**config.mk**
```make
export PLATFORM = sky130hd
export DESIGN_NAME = nios_dut_mem_loader
export DESIGN_NICKNAME = d
export VERILOG_FILES = /design/src/rtl/nios_dut_mem_loader.sv
export SDC_FILE = /design/constraint.sdc
export NUM_CORES = 1
export LEC_CHECK = 0
export ABC_AREA = 1
export CORE_UTILIZATION = 35
export DETAILED_ROUTE_END_ITERATION = 6
export PLACE_DENSITY_LB_ADDON = 0.3
export SKIP_LAST_GASP = 1
export SYNTH_ARGS = -nofsm -noshare
export SYNTH_HDL_FRONTEND = slang
export SYNTH_SLANG_ARGS = --single-unit
```
**constraint.sdc**
```tcl
create_clock -name clk -period 7.9 [get_ports clk]
set_input_delay 1.975 -clock clk [delete_from_list [all_inputs] [get_ports clk]]
set_output_delay 1.975 -clock clk [all_outputs]
set_load 0.02 [all_outputs]
```
**src/rtl/nios_dut_mem_loader.sv**
```systemverilog
// Avalon-MM loader for the NIOS DUT program memory: packs an 8-bit stream into
// byte-enabled 32-bit writes, then reads the region back and compares byte sums.
module nios_dut_mem_loader #(
  parameter int unsigned ADDR_W  = 11,
  parameter int unsigned COUNT_W = 13
) (
  input  logic               clk,
  input  logic               reset,
  input  logic               start,
  input  logic [ADDR_W-1:0]  base_addr,
  input  logic [COUNT_W-1:0] byte_count,
  input  logic [7:0]         in_data,
  input  logic               in_valid,
  output logic               in_ready,
  output logic [ADDR_W-1:0]  mem_address,
  output logic [3:0]         mem_byteenable,
  output logic               mem_chipselect,
  output logic               mem_write,
  output logic [31:0]        mem_writedata,
  input  logic [31:0]        mem_readdata,
  output logic               busy,
  output logic               done,
  output logic               error,
  output logic [15:0]        checksum
);

  typedef enum logic [2:0] {
    S_IDLE  = 3'd0,
    S_FILL  = 3'd1,
    S_WRITE = 3'd2,
    S_VADDR = 3'd3,
    S_VDATA = 3'd4,
    S_DONE  = 3'd5
  } state_t;

  state_t state_q, state_d;

  logic [ADDR_W-1:0]  base_q,  base_d;
  logic [COUNT_W-1:0] count_q, count_d;
  logic [ADDR_W-1:0]  addr_q,  addr_d;
  logic [COUNT_W-1:0] rem_q,   rem_d;
  logic [1:0]         lane_q,  lane_d;
  logic [31:0]        wdata_q, wdata_d;
  logic [3:0]         be_q,    be_d;
  logic [15:0]        csum_q,  csum_d;
  logic [15:0]        vsum_q,  vsum_d;
  logic               err_q,   err_d;
  logic               ready_q, ready_d;
  logic               cs_q,    cs_d;
  logic               wr_q,    wr_d;
  logic               busy_q,  busy_d;
  logic               done_q,  done_d;

  logic               accept;
  logic [15:0]        vsum_add;
  logic [COUNT_W-1:0] vtake;

  // in_ready is a registered decode of FILL, so acceptance never sees a stale state
  assign accept = in_valid & ready_q;

  // State register
  always_ff @(posedge clk) begin
    if (reset) state_q <= S_IDLE;
    else       state_q <= state_d;
  end

  // Next-state logic
  always_comb begin
    state_d = state_q;
    case (state_q)
      S_IDLE:  if (start) state_d = (byte_count == '0) ? S_DONE : S_FILL;
      S_FILL:  if (accept && (lane_q == 2'd3 || rem_q == COUNT_W'(1))) state_d = S_WRITE;
      S_WRITE: state_d = (rem_q == '0) ? S_VADDR : S_FILL;
      S_VADDR: state_d = S_VDATA;
      S_VDATA: state_d = (rem_q <= COUNT_W'(4)) ? S_DONE : S_VADDR;
      S_DONE:  state_d = S_IDLE;
      default: state_d = S_IDLE;
    endcase
  end

  // Datapath and registered-output next values
  always_comb begin
    base_d   = base_q;
    count_d  = count_q;
    addr_d   = addr_q;
    rem_d    = rem_q;
    lane_d   = lane_q;
    wdata_d  = wdata_q;
    be_d     = be_q;
    csum_d   = csum_q;
    vsum_d   = vsum_q;
    err_d    = err_q;
    vsum_add = '0;
    vtake    = (rem_q > COUNT_W'(4)) ? COUNT_W'(4) : rem_q;

    for (int i = 0; i < 4; i++) begin
      if (COUNT_W'(i) < rem_q) vsum_add = vsum_add + 16'(mem_readdata[8*i +: 8]);
    end

    case (state_q)
      S_IDLE: begin
        if (start) begin
          base_d  = base_addr;
          count_d = byte_count;
          addr_d  = base_addr;
          rem_d   = byte_count;
          lane_d  = '0;
          wdata_d = '0;
          be_d    = '0;
          csum_d  = '0;
          vsum_d  = '0;
          err_d   = 1'b0;
        end
      end
      S_FILL: begin
        if (accept) begin
          wdata_d[{lane_q, 3'b000} +: 8] = in_data;
          be_d[lane_q] = 1'b1;
          csum_d = csum_q + 16'(in_data);
          rem_d  = rem_q - COUNT_W'(1);
          lane_d = lane_q + 2'd1;
        end
      end
      S_WRITE: begin
        wdata_d = '0;
        be_d    = '0;
        lane_d  = '0;
        // Last word written: rewind to the base for the readback pass
        if (rem_q == '0) begin
          addr_d = base_q;
          rem_d  = count_q;
        end else begin
          addr_d = addr_q + ADDR_W'(1);
        end
      end
      S_VDATA: begin
        vsum_d = vsum_q + vsum_add;
        rem_d  = rem_q - vtake;
        addr_d = addr_q + ADDR_W'(1);
      end
      default: ;
    endcase

    if (state_d == S_DONE && vsum_d != csum_d) err_d = 1'b1;

    ready_d = (state_d == S_FILL);
    cs_d    = (state_d == S_WRITE) || (state_d == S_VADDR);
    wr_d    = (state_d == S_WRITE);
    busy_d  = (state_d != S_IDLE);
    done_d  = (state_d == S_DONE);
  end

  // Datapath and output registers
  always_ff @(posedge clk) begin
    if (reset) begin
      base_q  <= '0;
      count_q <= '0;
      addr_q  <= '0;
      rem_q   <= '0;
      lane_q  <= '0;
      wdata_q <= '0;
      be_q    <= '0;
      csum_q  <= '0;
      vsum_q  <= '0;
      err_q   <= 1'b0;
      ready_q <= 1'b0;
      cs_q    <= 1'b0;
      wr_q    <= 1'b0;
      busy_q  <= 1'b0;
      done_q  <= 1'b0;
    end else begin
      base_q  <= base_d;
      count_q <= count_d;
      addr_q  <= addr_d;
      rem_q   <= rem_d;
      lane_q  <= lane_d;
      wdata_q <= wdata_d;
      be_q    <= be_d;
      csum_q  <= csum_d;
      vsum_q  <= vsum_d;
      err_q   <= err_d;
      ready_q <= ready_d;
      cs_q    <= cs_d;
      wr_q    <= wr_d;
      busy_q  <= busy_d;
      done_q  <= done_d;
    end
  end

  assign in_ready       = ready_q;
  assign mem_address    = addr_q;
  assign mem_byteenable = be_q;
  assign mem_chipselect = cs_q;
  assign mem_write      = wr_q;
  assign mem_writedata  = wdata_q;
  assign busy           = busy_q;
  assign done           = done_q;
  assign error          = err_q;
  assign checksum       = csum_q;

endmodule
```
======== Word-level counts from Yosys, hierarchy flattened ========
Index checks and enable logic that the tools add are counted.
cells by class
  bitwise gates (word level) .............. 2
  reductions and logical operators ........ 19
  add/subtract/negate cells ............... 10
  muxes and demuxes ....................... 38
  eq/ne operators ......................... 14
  $lt $le $gt $ge ......................... 8
  shift-type cells ........................ 2
operators by type and width
  operator                                                                           number
  16-bit two-way mux                                                                 6
  32-bit case mux with 3 select lines                                                1
  16-bit by 8-bit adder with 16-bit output                                           4
  32-bit two-way mux                                                                 2
  16-bit case mux with 2 select lines                                                2
  13-bit two-way mux                                                                 4
  13-bit case mux with 4 select lines                                                1
  11-bit case mux with 3 select lines                                                1
  32-bit bitwise mux                                                                 1
  8-bit by 7-bit variable shift with 32-bit output, first input constant             1
  8-bit by 7-bit variable part select with 32-bit output                             1
  13-bit logical NOT                                                                 2
  1-bit by 13-bit < comparator with 1-bit output, first input constant               2
  2-bit by 13-bit < comparator with 1-bit output, first input constant               2
  11-bit two-way mux                                                                 2
  16-bit adder                                                                       1
  16-bit != test                                                                     1
  3-bit case mux with 5 select lines                                                 1
  13-bit by 1-bit == test with 1-bit output, second input constant                   1
  13-bit by 3-bit > comparator with 1-bit output, second input constant              1
  13-bit by 3-bit less-or-equal comparator with 1-bit output, second input constant  1
  13-bit by 1-bit subtractor with 13-bit output, second input constant               1
  13-bit subtractor                                                                  1
  3-bit by 2-bit == test with 1-bit output, second input constant                    4
  other kinds (28)                                                                   49
storage, ports and cells
  output and inout bits ................... 69
  word-level logic and storage cells ...... 109
  register bits ........................... 127
  bits of input ports ..................... 68

======== Depth between registers and ports, before layout ========
Gate-level depths: netlist of run 1.
  depth in word-level cells ............... 14
  gate-level depth with buffers ........... 52
  mapped depth without buffers ............ 51

======== Worst setup path after synthesis of run 1 ========
Ideal clock, no wire load.
  path kind ............................... input port to flip-flop
  start point ............................. input mem_readdata[0]
  end point ............................... register err_q, in the netlist error
  stages on the path ...................... 41
  data required time ...................... 7.788 ns
  library setup time ...................... 0.112 ns
  setup slack ............................. 0.963 ns
  path buffers ............................ 0
  arrival ................................. 6.825 ns
  path through ............................ nand2_1 inv_1 ha_1 fa_1 nand2_1 o21ai_2 inv_1 fa_1 nand3b_1 nand2_1 a21oi_1 nor2_1 nor2_1 xor2_1 nand2_1 and2_1 ha_1 inv_1 [5 not listed] nand2_1 ha_1 nand2_1 nor2_1 and2_1 nand2_1 nand2_1 nand2_1 nand2_1 nor2_1 nor2_1 nand2_1 nand2_1 nand2_1 nor2_1 nand3_1 nand2_1 nand2_1
between the ends
  cells in the longest elaborated chain, start to end .. 13
  elaborated cells between the ends (all ways) .. 15
  classes of those cells .................. add/sub (4); eq/ne (1); mux (6); reduce/logical (4)
RTL lines
  what                                      line  text
  from (decl)                               20    input logic [31:0] mem_readdata,
  8-bit two-way mux (*)                     97    if (COUNT_W'(i) < rem_q) vsum_add = vsum_add + 16'(mem_readdata[8*i +: 8]);
  16-bit by 8-bit adder with 16-bit output  97
  16-bit two-way mux (*)                    97
  16-bit by 8-bit adder with 16-bit output  97
  16-bit two-way mux (*)                    97
  16-bit by 8-bit adder with 16-bit output  97
  16-bit two-way mux (*)                    97
  16-bit adder (*)                          137   vsum_d = vsum_q + vsum_add;
  16-bit case mux with 2 select lines (*)   100   case (state_q)
  16-bit != test (*)                        144   if (state_d == S_DONE && vsum_d != csum_d) err_d = 1'b1;
  1-bit logical AND (*)                     144
  2-bit nonzero test (no source line)       n/a
  2-bit AND reduction (no source line)      n/a
  to (signal assigned)                      181   err_q <= err_d;
  to (decl)                                 47    logic err_q, err_d;
Mark *: on every way between the ends. The rest lies on a longest branch, timed or not.
A chain may end at the register's enable or synchronous reset.

======== Final worst setup path of run 1 ========
Ends and elaborated chain as after synthesis.

==> flow_results.org, run 1 <==
** Clocking
- Buffers inserted by post-CTS timing repair :: 0
- The H-tree was split into 4 levels.
- The number of clock buffers added by TritonCTS is 17.
- In this run the clock root is driven by a sky130_fd_sc_hd__clkbuf_16.
- Number of hold-repair buffers added at the cts stage :: 0
- Clock slew seen by the registers of the worst setup and hold paths :: 0.06 ns
- TritonCTS clock tree :: yes
- Worst-Skew Late Latency :: around 0.42 ns
- The clock passes through at most 2 buffers.
- Clock sinks :: ~130
- # resized after CTS :: 0

** Critical path
- Among cell families on the critical path, the largest total delay comes from simple AND/OR/NAND/NOR gates.
- Worst endpoint data arrival time :: 7.63 ns
- Start-to-end type of the worst setup path :: in -> reg
- For this run, the slowest stage of the critical path takes around 0.49 ns.
- The worst setup path is launched from an input port.
- Worst path most repeated cell :: sky130_fd_sc_hd__nand2_1
- Of all nets on the critical path, the largest fanout is 3.
- The slowest stage of the critical path is the sky130_fd_sc_hd__fa_1 cell.
- Endpoint kind of the worst setup timing path :: flip-flop
- Counting both buffers and inverters, the worst setup path holds a total of 5.
- Critical path required time :: 8.21 ns

** Detailed routing
- Pre-Repair DR Iteration Count :: 7
- For this block, the initial DRC count from the detailed router was a little over 700.
- DRC violations left :: 9
- Detailed-route wire length per cell :: ~14 microns
- Count of nets left with antenna violations after detail routing :: 0
- After detailed routing, the total wire length is around 29 mm.
- Dividing the detail-routed via count by the number of cells gives just over 5.
- Detailed routing inserted a total of around 10,000 vias.

** Placed design
- Weighted congestion at the end of routability-driven global placement :: around 0.9
- In this run the cell area measured after placement is ~0.011 sq mm.
- In this run the tool buffered the top-level ports with ~140 buffer cells.
- HPWL Detailed :: ~22 mm
- Total instance count after detailed placement :: slightly below 2,000

** Global route
- Across every metal layer, demand over resource in global routing totals 0.2089.
- Number of antenna violations at the first check in global routing :: 0
- First-pass GRT wire length :: between 40 and 50 mm
- Global routing finished with a remaining overflow of 0.
- Entering global routing, the biggest net connects 76 pins.
- The via count of the first global-routing pass was ~9,500.

** Pwr
- In this run the static leakage power is ~0.0054 uW.
- Net load switching power :: about 1300 uW
- Relative contribution of sequential cells to total power :: 0.246
- The share of total power dissipated in the clock network is 0.277.
- Peak ir drop on the vdd network :: around 0.17 mV
- Post-layout total power :: around 3000 uW
- Cell internal power was estimated by the tool at 1711 uW.
- Dividing total power by cell area gives a power density of between 200 and 300 mW/mm^2.
- Combinational fraction of design power :: 0.477
- Of the total power, the share spent switching nets is 0.4222.

** STA
- Period utilization :: 0.9256
- Final min period :: approximately 7.3 ns
- Hold violation count in the final report :: 0
- Worst max-slew margin expressed relative to the limit :: 0.3378
- RSZ-0062 raised after global routing :: no
- Least-Margin Pin Slew :: 0.9867 ns
- Worst hold slack across all endpoints :: about 0.45 ns
- Setup violations, final :: 0
- Derived from the worst setup path, the maximum achievable clock frequency is around 0.14 GHz.
- Worst setup skew after layout :: about 0.013 ns
- The max-slew violation count came to 0.

** Layout
- Leaving out fill and tap cells, the most frequent cell in the layout is sky130_fd_sc_hd__nand2_1.
- Area of the multi-input gates :: approximately 0.006 sq mm
- Leaving out fill and tap cells, the most frequent cells in the layout are sky130_fd_sc_hd__nand2_1 (446), sky130_fd_sc_hd__inv_1 (221), sky130_fd_sc_hd__nand3_1 (139).
- Final Instance Count excl. Fillers :: 2,018
- Layout overhead on the synthesized area :: 24.25%
- Area of all placed cells without fillers :: approximately 0.012 sq mm
- In the final layout, the share of cells above drive strength 1 is 0.05466.
- Final Util :: 0.4463
- Combined flip-flop and latch cell area :: between 0.002 and 0.003 sq mm
- Total of fill cells in the finished design :: around 2,800
- Final-stage net count :: around 1,800
- 0 antenna diodes ended up in the layout.

** Logic synthesis
- Post-synthesis average cell area :: 6.102 sq um
- Fraction of registers with async set/reset :: 0
- Number of synthesized register bits :: ~130
- Post-synthesis instance area :: 0.009440 sq mm
- Sequential-to-total area share from yosys stat :: 0.2693
- Top_reg_cell synth :: sky130_fd_sc_hd__dfxtp_1
- Number of synthesized flops with an enable pin :: 0
- Synthesized net count :: about 1,700
- Number of cells produced by synthesis :: 1,547
- Ys Warns :: 0
- In this run, distinct cell masters in the synthesized netlist total 51.

** Floorplan
- Core Area :: 0.02628 sq mm
- The die covers between 0.02 and 0.03 sq mm.
- Standard-cell rows :: 59
- Die Width :: between 150 and 200 microns
- Pin placement for this block handled approximately 140 I/O pins.
- Starting density of the core :: 0.3592
- The floorplan step set the die height to approximately 170 microns.

** Run status
- The final reports fail on DRC.
- Outcome :: finished with violations

** Hold path
- Class of the most critical hold timing path :: reg -> reg

** Job
- Max-capacitance violation count :: 0
==> flip-flops by register name, indices dropped and copies added (netlist names), 2 cells and up <==
signal and count:
count_q 13, checksum 16, mem_writedata 32, state_q 3
lane_q 2, base_q 11, mem_byteenable 4, mem_address 11
rem_q 13, vsum_q 16
==> worst paths after layout <==
path | start | endpoint | slack [ns] | cells past startpoint
worst max register to register | rem_q[3]$_SDFFE_PP0P_ | error$_SDFFE_PP0P_ | 1.47 | 45
worst max-delay path | mem_readdata[0] | error$_SDFFE_PP0P_ | 0.59 | 42
worst min register to register | base_q[1]$_SDFFE_PP0P_ | base_q[1]$_SDFFE_PP0P_ | 0.45 | 2
worst min-delay path | base_q[1]$_SDFFE_PP0P_ | base_q[1]$_SDFFE_PP0P_ | 0.45 | 2
==> stage by stage <==
stage,setup WS (ns),TNS (ns)
global placement,0.1264,0
floorplan,0.9626,0
detailed placement,-0.02213,-0.02213
finish,0.5874,0
global route,0.02724,0
CTS,0.3878,0
==> per-layer routing <==
| layer | vias to the layer above | GRT usage | share of wire |
|---|---|---|---|
| li1 | 5263 | - | - |
| met1 | 4580 | 0.2710 | 0.46 |
| met2 | 272 | 0.3317 | 0.44 |
| met3 | 48 | 0.05386 | 0.069 |
| met4 | 0 | 0.07890 | 0.026 |
| met5 | - | 0 | 0 |
==> worst min-delay path, delay by kind of cell (launching register included) <==
| family | cells | cell delay (ns) |
|---|---|---|
| AO/OA/AOI/OAI | 1 | 0.06 |
| buffers and inverters | 1 | 0.06 |
| flip-flops | 1 | 0.30 |
==> logic make-up (layout without fill, tap and decap cells) <==
| group | count (synthesis) | after routing | share of synthesized area |
|---|---|---|---|
| xor+xnor | 20 | 20 | 0.01856 |
| buf+inv | 271 | 407 | 0.1105 |
| simple gates | 797 | 797 | 0.3609 |
| flops | 127 | 127 | 0.2693 |
| other cells | 1 | 1 | 0.0003972 |
| compound gates | 275 | 275 | 0.1621 |
| fa+ha+maj | 56 | 56 | 0.07820 |
==> synthesized netlist by cell type, types with 6 or more instances <==
library cell | instances | area [sq um]
sky130_fd_sc_hd__a21oi_1 | 129 | 645.6
sky130_fd_sc_hd__buf_2 | 9 | 45.04
sky130_fd_sc_hd__clkbuf_1 | 22 | 82.58
sky130_fd_sc_hd__dfxtp_1 | 127 | 2542
sky130_fd_sc_hd__ha_1 | 51 | 638.1
sky130_fd_sc_hd__inv_1 | 222 | 833.3
sky130_fd_sc_hd__inv_2 | 8 | 30.03
sky130_fd_sc_hd__nand2_1 | 447 | 1678
sky130_fd_sc_hd__nand2_2 | 11 | 68.82
sky130_fd_sc_hd__nand3_1 | 139 | 695.7
sky130_fd_sc_hd__nand3b_1 | 8 | 60.06
sky130_fd_sc_hd__nand4_1 | 14 | 87.58
sky130_fd_sc_hd__nor2_1 | 126 | 473.0
sky130_fd_sc_hd__nor2_2 | 10 | 62.56
sky130_fd_sc_hd__nor3_1 | 19 | 95.09
sky130_fd_sc_hd__o211ai_1 | 9 | 67.56
sky130_fd_sc_hd__o21ai_0 | 84 | 420.4
sky130_fd_sc_hd__o21ai_1 | 9 | 45.04
sky130_fd_sc_hd__o21ai_2 | 6 | 52.55
sky130_fd_sc_hd__o21bai_1 | 6 | 45.04
sky130_fd_sc_hd__o221ai_1 | 8 | 70.07
sky130_fd_sc_hd__xnor2_1 | 6 | 52.55
sky130_fd_sc_hd__xor2_1 | 14 | 122.6
==> area by class of cell <==
class / count / area share
clock buffer: 18 / 0.03659
clock inverter: 14 / 0.01536
inverter: 234 / 0.07488
multi-input combinational: 1149 / 0.5019
sequential: 127 / 0.2167
tap: 335 / 0.03573
timing repair buffer: 141 / 0.1188
==> power by group through the flow <==
stage / logic [uW] / registers, uW / clock network [uW]
finish: 1410 / 729 / 820
global route: 1600 / 735 / 863
CTS: 1380 / 728 / 831
detailed placement: 1370 / 741 / 0
global placement: 1350 / 741 / 0
floorplan: 999 / 761 / 0
No activity file was read; power rests on OpenSTA's default activity.
==> run 2, diff against run 1 <==
- ABC_AREA: 1 -> unset
- DONT_BUFFER_PORTS: unset -> 1
==> run 2 against run 1 <==
Against the previous run: the flow now finishes without violations; global-route usage barely moved; combinational power fell by 15%; core utilization decreased by 3.2 points; cell count is 26% lower; first-iteration DRC count decreased by 5.1%; via count down 18%; largest power group unchanged; cell area shrank 14%; critical endpoint unchanged; setup slack lost 0.21 ns; non-clock buffer count fell by 76; sequential cell count is the same.
==> flow_results.org, run 2 <==
** Run status
- Outcome :: finished, final reports clean

** STA
- Worst hold slack across all endpoints :: 0.4518 ns
- For the pin with the worst max-slew slack, the measured transition is 0.8980 ns.
- Counting I/O delays and the setup requirement, the final critical path takes roughly 7.5 ns.
- Maximum clock frequency :: around 0.13 GHz
- Worst max-slew margin expressed relative to the limit :: 0.4014
- Of the available clock period, the critical path in the final layout requires 0.9522.
- Across all setup checks in the final design, the least slack found is around 0.38 ns.
- The hold violation total from the final report is 0.
- Setup violations, final :: 0
- Max-slew violation count :: 0
- Clock skew on the completed layout was measured at between 0.01 and 0.015 ns.

** Floorplan
- The initial utilization of the core area, before any placement, comes to 0.3560.
- The floorplan step defined a die boundary enclosing between 0.02 and 0.03 sq mm.
- The floorplan step set the die height to roughly 160 microns.
- The floorplan has 57 rows.
- Core Area :: around 0.024 sq mm
- about 140 I/O pins were placed.
- From left edge to right edge, the die measures about 160 microns.

** Global route
- First-pass GRT wire length :: roughly 43 mm
- GRT Overall Usage :: 0.2085
- Entering global routing, the biggest net connects 110 pins.
- The via count of the first global-routing pass was between 7,000 and 8,000.
- Number of antenna violations at the first check in global routing :: 0
- Gr ovfl total :: 0

** Placed design
- Summed over all nets, the half-perimeter wirelength after detailed placement is approximately 19 mm.
- OpenSTA, run right after detailed placement, puts the worst setup slack at -0.2822 ns.
- Total of buffers placed on input and output ports :: 0
- Routability-driven placement finished with a final weighted congestion of about 0.86.
- Dpl cell area :: just over 0.009 sq mm

** Clocking
- Root Driver :: sky130_fd_sc_hd__clkbuf_16
- Clock slew seen by the registers of the worst setup and hold paths :: around 0.06 ns
- The clock passes through at most 2 buffers.
- Clock sinks :: about 130
- TritonCTS Buffers :: 17
- The H-tree was split into 4 levels.
- Worst-Skew Late Latency :: 0.42 ns
- TritonCTS clock tree :: yes
- Number of hold-repair buffers added at the cts stage :: 0

** Detailed routing
- Detailed-route wire length per cell :: approximately 17 microns
- Drt via density :: around 5.6
- Via Count :: between 8,000 and 9,000
- Count of nets left with antenna violations after detail routing :: 0
- For this run, design rule violations remaining after detail routing come to 0.
- Number of DRC markers after the initial detailed-route iteration :: 683
- Routed WL :: around 26 mm
- Pre-Repair DR Iteration Count :: 5

** Logic synthesis
- Area share of the largest cell type after synthesis :: 0.2945
- After synthesis the cells add up to roughly 0.0086 sq mm.
- The compound-gate portion of the synthesized area came to 0.2571.
- XOR/XNOR share of the synthesized area :: 0.05986
- Synthesized net count :: 1,254
- Synthesis produced a netlist whose cell count is about 1,100.
- Most numerous cell types in the synthesized netlist :: sky130_fd_sc_hd__nand2_1 (151), sky130_fd_sc_hd__nor2_1 (133), sky130_fd_sc_hd__dfxtp_1 (127)
- Area fraction in and, or, nand and nor cells after synthesis :: 0.2438
- Yosys cell types :: 89
- Number of synthesized register bits :: between 100 and 150
- Sequential-to-total area share from yosys stat :: 0.2945
- In the synthesized netlist the dominant register cell turns out to be sky130_fd_sc_hd__dfxtp_1.
- Largest cells by area after synthesis :: sky130_fd_sc_hd__dfxtp_1 (29%), sky130_fd_sc_hd__ha_1 (7.4%), sky130_fd_sc_hd__a21oi_1 (6.6%)
- A synthesized cell averages 7.640 sq um.
- Most frequent cell after synthesis :: sky130_fd_sc_hd__nand2_1
- After synthesis, the share of flip-flops with an asynchronous set or reset is 0.
- Yosys mapped a number of flops with a built-in enable equal to 0.
- Ys Warns :: 0
- Combinational family with the most area after synthesis :: compound AO/OA/AOI/OAI gates
- Most area-hungry cell type in the Yosys netlist :: sky130_fd_sc_hd__dfxtp_1
- Arithmetic-cell share of the synthesized area counting full adders, half adders and majority gates :: 0.08899
- Of the post-synthesis cell area, the part taken by muxes is 0.01058.

** Layout
- Leading cell type in the layout, fill and taps excluded :: sky130_fd_sc_hd__nand2_1
- The final layout contains between 1,000 and 1,500 nets.
- Relative to the synthesized area, the layout overhead comes to 16.35%.
- The register with the most flip-flops in the layout has 32 of them.
- In the final layout, the share of cells above drive strength 1 is 0.1364.
- After routing the design area is between 0.01 and 0.015 sq mm.
- 0 antenna diodes ended up in the layout.
- Top library cells by usage in the layout, fill and taps aside :: sky130_fd_sc_hd__nand2_1 (151), sky130_fd_sc_hd__nor2_1 (132), sky130_fd_sc_hd__dfxtp_1 (127)

** Critical path
- For the worst setup path, the data arrival time is 7.80 ns.
- Critical path buffer and inverter count :: 1
- Cell class contributing the biggest share of worst-path delay :: compound AO/OA/AOI/OAI gates
- STA puts the critical path data required time at around 8.2 ns.
- Worst Path Max Fanout :: 5
- The endpoint identified for the worst register-to-register timing path is error$_SDFFE_PP0P_.
- Start-to-end type of the worst setup path :: in -> reg
- In this design, the stage delay of the slowest critical-path cell is 0.39 ns.
- Reg-to-reg startpoint :: rem_q[4]$_SDFFE_PP0P_
- The critical path crosses 32 cells after its start point.
- Counting cells, the worst reg-to-reg path comes to 34.
- The worst setup path is captured at a flip-flop.
- The most critical setup path has its endpoint at error$_SDFFE_PP0P_.
- Crit. Startpoint :: mem_readdata[0]
- R2R setup slack :: a little under 0.8 ns
- The slowest stage of the critical path is the sky130_fd_sc_hd__fa_2 cell.
- CP startpoint kind :: input port

** Pwr
- VDD sags by at most about 0.15 mV.
- Static leakage power :: ~0.0040 uW
- Pwr Density :: between 200 and 300 mW/mm^2

** Job
- Max-cap violations in this run came to 0.

** Hold path
- Class of the most critical hold timing path :: reg -> reg
-- run 2: tightest hold or removal path, delay by kind of cell, from the launching register on --
family           cells  cell delay (ns)
AO/OA/AOI/OAI        1             0.05
flip-flops           1             0.30
AND/OR/NAND/NOR      1             0.05
-- run 2: where the power goes --
group          total [uW]  internal (uW)  switching, uW
Clock                 829            510            318
Sequential            704            666           37.7
Combinational        1200            599            603
-- run 2: logic make-up after synthesis --
kind of cell	after synthesis
flip-flops	127
XOR/XNOR	59
adder cells (fa/ha/maj)	59
buffers and inverters	94
AO/OA/AOI/OAI	334
multiplexers	8
AND/OR/NAND/NOR	448
other	1
-- run 2: repair_timing --
item / 4_1_cts / 5_1_grt
setup endpoints to repair: 0 / 2
endpoints found under the hold margin: 0 / 0
resized for setup: 0 / 28
buffers inserted: 0 / 1
-- run 2: cell type report --
cell class	instances	area, sq um
Inverter	34	127.6
Clock inverter	13	177.7
Clock buffer	18	439.2
Timing Repair Buffer	65	488.0
Multi-Input combinational cell	909	5864
Sequential cell	127	2542
Fill cell	2515	14200
Tap cell	324	405.4
-- run 2: worst min-delay path by stage --
| stage | start | end | slack [ns] | cells past startpoint |
|---|---|---|---|---|
| 2_1_floorplan | base_q[2]$_SDFFE_PP0P_ | base_q[2]$_SDFFE_PP0P_ | 0.43 | 2 |
| 3_3_place_gp | count_q[12]$_SDFFE_PP0P_ | count_q[12]$_SDFFE_PP0P_ | 0.44 | 2 |
| 3_5_place_dp | count_q[1]$_SDFFE_PP0P_ | count_q[1]$_SDFFE_PP0P_ | 0.44 | 2 |
| 4_1_cts | count_q[1]$_SDFFE_PP0P_ | count_q[1]$_SDFFE_PP0P_ | 0.45 | 2 |
| 5_1_grt | base_q[5]$_SDFFE_PP0P_ | base_q[5]$_SDFFE_PP0P_ | 0.46 | 2 |
| 6_report | base_q[7]$_SDFFE_PP0P_ | base_q[7]$_SDFFE_PP0P_ | 0.45 | 2 |
-- run 2: stage by stage --
stage          setup TNS, ns  instances  power, uW    util
2_1_floorplan              0       1130       1496       -
3_3_place_gp         -0.2475       1458       1824  0.3831
3_5_place_dp         -0.2822       1458       1836  0.3831
4_1_cts                    0       1489       2672  0.4085
5_1_grt             -0.02361       1490       2915  0.4142
6_report                   0       1490       2734  0.4142
-- run 2: routing by layer --
| metal | vias up | routed length (microns) | part of all wire | track usage |
|---|---|---|---|---|
| li1 | 4106 | - | - | - |
| met1 | 3883 | 11510 | 0.44 | 0.2725 |
| met2 | 273 | 11780 | 0.45 | 0.3283 |
| met3 | 38 | 2272 | 0.087 | 0.06512 |
| met4 | 0 | 494 | 0.019 | 0.06119 |
| met5 | - | 0 | 0 | 0 |
==> run 3, diff against run 2 <==
- CORE_UTILIZATION: 35 -> 65
==> run 3 against run 2 <==
Against the previous run: sequential share of layout area rose by 0.53 points; cell area fell by 2.0%; total power rose by 1.2%; global-route usage rose by 15 points; hold slack got worse by 0.0042 ns; largest cell class unchanged; non-clock buffer count fell by 6; critical path depth fell by 1; clock skew barely moved; sequential power barely moved; sequential cell count did not move.
==> flow_results.org, run 3 (synthesized netlist as in run 2, its figures left out) <==
** Run status
- The run finished with clean final reports.

** Layout
- Area of all placed cells without fillers :: slightly below 0.01 sq mm
- For this run, the post-layout net count is roughly 1,300.
- Top library cells by usage in the layout, fill and taps aside :: sky130_fd_sc_hd__nand2_1 (151), sky130_fd_sc_hd__nor2_1 (133), sky130_fd_sc_hd__dfxtp_1 (127)
- The register with the most flip-flops in the layout has 32 of them.
- Of the cells placed in the final design, the portion with a size suffix greater than 1 is 0.1352.
- Relative to the synthesized area, the layout overhead comes to 13.97%.
- Leaving out fill and tap cells, the most frequent cell in the layout is sky130_fd_sc_hd__nand2_1.
- The layout has 910 filler cells.
- The number of antenna diodes in the final layout is 0.

** Hold path
- Class of the most critical hold timing path :: reg -> reg
- The worst hold path passes through 2 cells.
- The worst hold path terminates at base_q[7]$_SDFFE_PP0P_.
- Min-delay src :: base_q[7]$_SDFFE_PP0P_

** Pwr
- Post-layout total power :: around 2800 uW
- Static leakage power :: about 0.0039 uW
- Pwr Density :: ~280 mW/mm^2
- Peak ir drop on the vdd network :: between 0.15 and 0.2 mV

** STA
- Setup violations, final :: 0
- For the final database, setup skew stands at about 0.011 ns.
- The max-slew violation count was 0.
- After routing, the total negative slack on setup checks comes to 0 ns.
- Final min period :: about 7.6 ns
- Worst Setup Slack, final :: about 0.26 ns
- Period utilization :: 0.9676
- Hold violation count in the final report :: 0
- Derived from the worst setup path, the maximum achievable clock frequency is 0.1308 GHz.
- Worst max-slew margin expressed relative to the limit :: 0.1653
- At the pin with the least slew margin, the transition time is around 1.2 ns.
- Worst hold slack across all endpoints :: 0.4476 ns

** Critical path
- By startpoint and endpoint, the worst setup path is classified as in -> reg.
- In this run the critical register-to-register path is captured at error$_SDFFE_PP0P_.
- The most numerous cell type found on the critical path is sky130_fd_sc_hd__xnor2_1.
- Counting cells, the worst reg-to-reg path comes to 33.
- Critical path required time :: 8.19 ns
- CP startpoint kind :: input port
- Broken down by cell family, the worst path's largest delay share belongs to compound AO/OA/AOI/OAI gates.
- In this design, the stage delay of the slowest critical-path cell is 0.39 ns.
- Slowest cell on the critical path :: sky130_fd_sc_hd__ha_1
- Endpoint kind of the worst setup timing path :: flip-flop
- Together, buffers and inverters on the worst path number 0.
- Reg-to-reg startpoint :: rem_q[1]$_SDFFE_PP0P_
- Worst Path Max Fanout :: 3
- Worst endpoint data arrival time :: about 7.9 ns
- In this run the register-to-register setup slack is about 0.47 ns.

** Placed design
- Once detailed placement completed, the half-perimeter wirelength came to ~17 mm.
- The placed instances occupy a cell area of around 0.009 sq mm.
- Weighted congestion at the end of routability-driven global placement :: 0.9166
- Prior to clock tree synthesis, the placed netlist has a worst setup slack of -0.3017 ns.
- The count of buffers added on input and output ports is 0.

** Clocking
- Clock slew seen by the registers of the worst setup and hold paths :: about 0.060 ns
- TritonCTS built the clock tree.
- TritonCTS Buffers :: 17
- H-tree depth :: 4
- Clock tree synthesis selected as its root buffer the cell sky130_fd_sc_hd__clkbuf_16.
- Worst-Skew Late Latency :: between 0.4 and 0.5 ns
- Clock buffer depth :: 2
- Clock sinks :: 127

** Global route
- Entering global routing, the biggest net connects 110 pins.
- Gr ovfl total :: 0
- The first global-routing pass estimated 38.91 mm of wire.
- Via count of the first global-routing pass :: between 8,000 and 9,000
- The initial antenna violation count was 1.
- GRT Overall Usage :: 0.3619

** Floorplan
- Standard-cell rows :: 41
- Die Width :: between 100 and 150 microns
- Die span in y :: 117.2 microns
- Starting density of the core :: 0.6759
- Die outline area :: ~0.014 sq mm
- In this run the standard cell core region covers roughly 0.013 sq mm.
- In this run the count of I/O pins placed on the die edge is between 100 and 150.

** Detailed routing
- The first detailed-routing pass took 6 iterations.
- Summed over all nets, wire length on met2 after detailed routing comes to 11.42 mm.
- The detailed router placed between 8,000 and 9,000 vias in this run.
- Summed over all layers, the routed wires come to between 20 and 25 mm.
- Post-Route M1 WL :: a little under 10 mm
- In the routed layout, each cell is associated on average with a via count of 6.443.
- After detailed routing, the average wire length per cell comes to approximately 18 microns.
- Number of DRC markers after the initial detailed-route iteration :: 768
- DRC violations left :: 0
- Count of nets left with antenna violations after detail routing :: 0
- After detailed routing, the met3 layer carries between 2 and 3 mm of wire.
- Top routing layer in use :: met4

** Job
- Max-capacitance violation count :: 0
[run 3: per-layer routing]
metal | vias to the layer above | GRT usage
met2 | 433 | 0.5859
met3 | 55 | 0.1081
met5 | - | 0
met1 | 4005 | 0.4516
met4 | 0 | 0.1426
li1 | 4096 | -
[run 3: layout make-up]
type,count,area (sq um),area share
Multi-Input combinational cell,909,5866,0.5961
Inverter,34,127.6,0.01297
Clock buffer,18,439.2,0.04463
Timing Repair Buffer,59,442.9,0.04502
Tap cell,172,215.2,0.02187
Sequential cell,127,2542,0.2584
Clock inverter,14,206.4,0.02098
[run 3: what timing repair did]
item | CTS | global route
setup endpoints to repair | 0 | 2
setup buffers | 0 | 4
resized for setup | 0 | 31
hold buffers | 0 | 0
[run 3: worst reg2reg max path, delay by kind of cell, from the launching register on]
kind,cells,cell delay (ns)
compound gates,12,2.00
xor+xnor,5,0.81
fa+ha+maj,5,1.42
flops,1,0.42
simple gates,11,2.62
[run 3: how the worst max path moves through the flow]
stage | from | to | slack, ns | cells past startpoint
after floorplan | mem_readdata[0] | error$_SDFFE_PP0P_ | 0.005 | 29
after detailed placement | mem_readdata[1] | error$_SDFFE_PP0P_ | -0.30 | 30
after global placement | mem_readdata[0] | error$_SDFFE_PP0P_ | -0.18 | 29
final | mem_readdata[1] | error$_SDFFE_PP0P_ | 0.26 | 31
after CTS | mem_readdata[1] | error$_SDFFE_PP0P_ | 0.08 | 30
after global routing | mem_readdata[1] | error$_SDFFE_PP0P_ | -0.07 | 31
[run 3: where the power goes]
part	switching, uW	internal (uW)	leakage [uW]
clock	315	542	0.000305
sequential	39.1	666	0.00103
combinational	616	589	0.00260
[run 3: per-stage QoR]
step,util,std cells
finish,0.7703,1333
global route,0.7703,1333
CTS,0.7574,1329
detailed placement,0.7068,1297
global placement,0.7068,1297
floorplan,-,1130
